<file path="config.mk">
export PLATFORM = sky130hd
export DESIGN_NAME = serial_subtractor
export DESIGN_NICKNAME = d
export VERILOG_FILES = /design/src/rtl/serial_subtractor.sv
export SDC_FILE = /design/constraint.sdc
export NUM_CORES = 1
export LEC_CHECK = 0
export ABC_AREA = 0
export CORE_MARGIN = 8
export CORE_UTILIZATION = 45
export DETAILED_ROUTE_END_ITERATION = 8
export PLACE_DENSITY = 0.75
export SYNTH_ARGS = -nofsm -noshare
export SYNTH_HDL_FRONTEND = slang
export SYNTH_SLANG_ARGS = --single-unit
</file>
<file path="constraint.sdc">
create_clock -name clk -period 2.2 [get_ports clk]
set_input_delay 0.44 -clock clk [delete_from_list [all_inputs] [get_ports clk]]
set_output_delay 0.44 -clock clk [all_outputs]
set_load 0.01 [all_outputs]
</file>
<file path="src/rtl/serial_subtractor.sv">
`default_nettype none
// ============================================================================
//  Module      : serial_subtractor
//  Description : Bit-serial a - b, one difference bit per clock, LSB first,
//                through a single registered full-subtractor stage.
//  Revision    : 1.0 - initial release
// ============================================================================
module serial_subtractor #(
    parameter int WIDTH = 8
) (
    input  logic             clk,
    input  logic             rst,
    input  logic             start,
    input  logic [WIDTH-1:0] a,
    input  logic [WIDTH-1:0] b,
    output logic             busy,
    output logic             done,
    output logic [WIDTH-1:0] diff,
    output logic             borrow_out
);

    localparam int c_cnt_w = $clog2(WIDTH) + 1;
    localparam logic [c_cnt_w-1:0] c_last = c_cnt_w'(WIDTH - 1);

    typedef enum logic [1:0] {
        S_IDLE = 2'd0,
        S_RUN  = 2'd1,
        S_DONE = 2'd2
    } state_t;

    state_t             r_state;
    logic [WIDTH-1:0]   r_a_sh;
    logic [WIDTH-1:0]   r_b_sh;
    logic [WIDTH-1:0]   r_diff_sh;
    logic [WIDTH-1:0]   r_diff;
    logic [c_cnt_w-1:0] r_cnt;
    logic               r_bin;
    logic               r_borrow;
    logic               r_busy;
    logic               r_done;

    logic               w_x;
    logic               w_y;
    logic               w_d;
    logic               w_bnext;
    logic [WIDTH-1:0]   w_diff_next;

    // Full-subtractor cell on the current LSBs of the operand shifters.
    assign w_x         = r_a_sh[0];
    assign w_y         = r_b_sh[0];
    assign w_d         = w_x ^ w_y ^ r_bin;
    assign w_bnext     = (~w_x & w_y) | (~(w_x ^ w_y) & r_bin);
    assign w_diff_next = {w_d, r_diff_sh[WIDTH-1:1]};

    always_ff @(posedge clk) begin
        if (rst) begin
            r_state   <= S_IDLE;
            r_a_sh    <= '0;
            r_b_sh    <= '0;
            r_diff_sh <= '0;
            r_diff    <= '0;
            r_cnt     <= '0;
            r_bin     <= 1'b0;
            r_borrow  <= 1'b0;
            r_busy    <= 1'b0;
            r_done    <= 1'b0;
        end else begin
            case (r_state)
                S_IDLE, S_DONE: begin
                    r_done <= 1'b0;
                    if (start) begin
                        r_a_sh  <= a;
                        r_b_sh  <= b;
                        r_bin   <= 1'b0;
                        r_cnt   <= '0;
                        r_busy  <= 1'b1;
                        r_state <= S_RUN;
                    end else begin
                        r_busy  <= 1'b0;
                        r_state <= S_IDLE;
                    end
                end
                S_RUN: begin
                    r_bin     <= w_bnext;
                    r_diff_sh <= w_diff_next;
                    r_a_sh    <= {1'b0, r_a_sh[WIDTH-1:1]};
                    r_b_sh    <= {1'b0, r_b_sh[WIDTH-1:1]};
                    r_cnt     <= r_cnt + c_cnt_w'(1);
                    // Result registers change only here, so outputs never show a partial value.
                    if (r_cnt == c_last) begin
                        r_diff   <= w_diff_next;
                        r_borrow <= w_bnext;
                        r_busy   <= 1'b0;
                        r_done   <= 1'b1;
                        r_state  <= S_DONE;
                    end
                end
                default: begin
                    r_busy  <= 1'b0;
                    r_done  <= 1'b0;
                    r_state <= S_IDLE;
                end
            endcase
        end
    end

    assign busy       = r_busy;
    assign done       = r_done;
    assign diff       = r_diff;
    assign borrow_out = r_borrow;

endmodule
`default_nettype wire

</file>
==> metrics <==
fillers 304; status finished, final reports clean; CP Max Fanout 5; final worst path period need 1750 ps; top cells by count, synth dfxtp_1, a21oi_1, nand3_1; Switching Share 0.2244; slowest stage delay, CP 560 ps; cts hold-fix bufs 0; total net switching power 0.0003399 W; CTS resizes 0; Crit path required time ~1800 ps; io pins 30; Final Slew Violations 0; Slew headroom 0.5195; Critical path buffers and inverters 1; CTS Root Cell clkbuf_4; DR WL/cell 13.62 um; stages on the worst setup path 1; Post-Synthesis Cells 183; Area growth syn-to-layout 25.04%; Yosys top cell area share 0.4977; Starting Density 0.4747; core area 3390 um2; H-tree levels 2; final worst path period share 0.7953; Pint 0.001175 W; Sink Count 40; DRT Wirelength between 3000 and 4000 um; Placer Congestion 0.7925; ant diodes 0; Clock Skew 10.37 ps; critical path startpoint category register; largest net degree at the start of global routing 40; share of cells above drive strength 1 0.08612; cell taking the most area after synthesis dfxtp_1; initial antenna violation count 0; FFs w/ async S/R, synth 0; hold path cells 2; Synth Flop Type dfxtp_1; final hold violation count 0; worst skew pair latency 350 ps; Logic pwr share 0.109; Final nets 230; setup TNS 0 ps; Synth cell types 27; fmax around 0.57 GHz; port bufs 29; critical path's slowest cell clkdlybuf4s50_1; DR vias 1405; die height 75.80 um; arrival time worst endpoint 1310 ps; GRT overflow 0; TritonCTS clock tree yes; Clk network pwr share 0.385; share of power burned in registers 0.506; Synth area leaders dfxtp_1, a21oi_1, nand3_1, a22oi_1, nand2_1; register bit total from synthesis 40; Mapped Nets 204; Ys Warns 0; DR pass1 iterations 4; EDFF count, synth 0; first-pass GRT wire length between 5000 and 6000 um; Hold Crit Class register to register; CTS Buffer Depth 2; Num CTS Buffers 5; Setup CP Type register to output pin; row count 21; Peak VDD IR ~0.56 mV; share of the core filled with cells 0.5936; Least-Margin Pin Slew 720.8 ps; Pleak between 0.6 and 0.7 nW; number of global-route vias before repair 1356; crit path cell chain clkdlybuf4s50_1; All-Layer GR Usage 0.1311; Die Width 75.80 um; RSZ-0062 raised after global routing no; PwrDens 752.9 nW/um2; First DRT Iteration DRCs 92; DR vias/cell 5.510; Crit path max-delay family buffers and inverters; DIE AREA 5745 um2; Syn Area/Cell 8.793 um2; register area share after synthesis 0.4977; count leader, synth dfxtp_1; Setup Fix Bufs, Post-CTS 0; endpoints failing setup 0; Reg clk slew, reported paths 120 ps; Final HPWL DP 2352 um; Worst Reg-to-Reg Cells 4; DRT antenna net count 0; number of max-cap violations 0; Post-Syn Area roughly 1600 um2; DR DRC count 0; CP Capture Type output pin
==> cell families (layout without fill, tap and decap cells) <==
logic type | count (synthesis) | after routing | share of synthesized area
compound gates | 61 | 61 | 0.2224
simple gates | 59 | 59 | 0.1796
flops | 40 | 40 | 0.4977
buf+inv | 19 | 45 | 0.06376
fa+ha+maj | 2 | 2 | 0.02022
mux | 2 | 2 | 0.01633
==> per-stage QoR <==
step	instances	power, W	hold slack, ps	cell area, um2	setup WS (ps)
global placement	248	0.0009413	442.5	1914	457.2
finish	255	0.001515	471.0	2012	450.3
CTS	255	0.001528	471.1	2012	424.1
floorplan	183	0.0008890	436.6	1609	959.8
detailed placement	248	0.0009473	461.0	1914	402.9
global route	255	0.001575	495.8	2012	398.8
==> state kept, by name, indices dropped and copies added (netlist names) <==
| register | cells |
|---|---|
| r_diff_sh | 7 |
| diff | 8 |
| done | 1 |
| r_bin | 1 |
| borrow_out | 1 |
| r_b_sh | 8 |
| r_state | 2 |
| r_a_sh | 8 |
| r_cnt | 4 |
==> routing by layer <==
metal  up-vias  part of all wire  global-route usage
li1        701                 -                   -
met1       653              0.45              0.1436
met5         -                 0                   0
met3         8             0.051             0.03553
met4         0             0.021             0.07249
met2        43              0.48              0.2234
==> final timing paths <==
path,start,to,slack (ps)
setup reg to reg,r_cnt[0],borrow_out,670
hold reg to reg,r_diff_sh[4],r_diff_sh[3],470
hold / removal,r_diff_sh[4],r_diff_sh[3],470
setup / recovery,r_state[0],busy,450
==> cell type report <==
| type | instances | area [um2] | area share |
|---|---|---|---|
| inverter | 2 | 7.507 | 0.003731 |
| tap | 46 | 57.56 | 0.02861 |
| multi-input combinational | 124 | 705.7 | 0.3507 |
| timing repair buffer | 36 | 342.8 | 0.1704 |
| clock inverter | 2 | 60.06 | 0.02985 |
| sequential | 40 | 800.8 | 0.3980 |
| clock buffer | 5 | 37.54 | 0.01866 |
==> layout by cell type, fill, tap and decap left out, types with 3 or more instances in the layout <==
cell type / Yosys / layout
nand3_1: 27 / 27
clkdlybuf4s50_1: 0 / 29
nand2_1: 17 / 17
dfxtp_1: 40 / 40
buf_4: 3 / 7
a21oi_1: 37 / 37
nand2b_1: 4 / 4
nor2_1: 3 / 3
o21ai_0: 8 / 8
a22oi_1: 14 / 14
clkbuf_4: 0 / 5
==> power groups by stage <==
| stage | Combinational (W) | Clock, W | Sequential (W) |
|---|---|---|---|
| floorplan | 0.000110 | 0 | 0.000779 |
| global placement | 0.000160 | 0 | 0.000781 |
| detailed placement | 0.000165 | 0 | 0.000783 |
| CTS | 0.000166 | 0.000596 | 0.000766 |
| global route | 0.000182 | 0.000623 | 0.000770 |
| finish | 0.000166 | 0.000583 | 0.000767 |
Note: power is estimated with default switching activity, not from simulation.
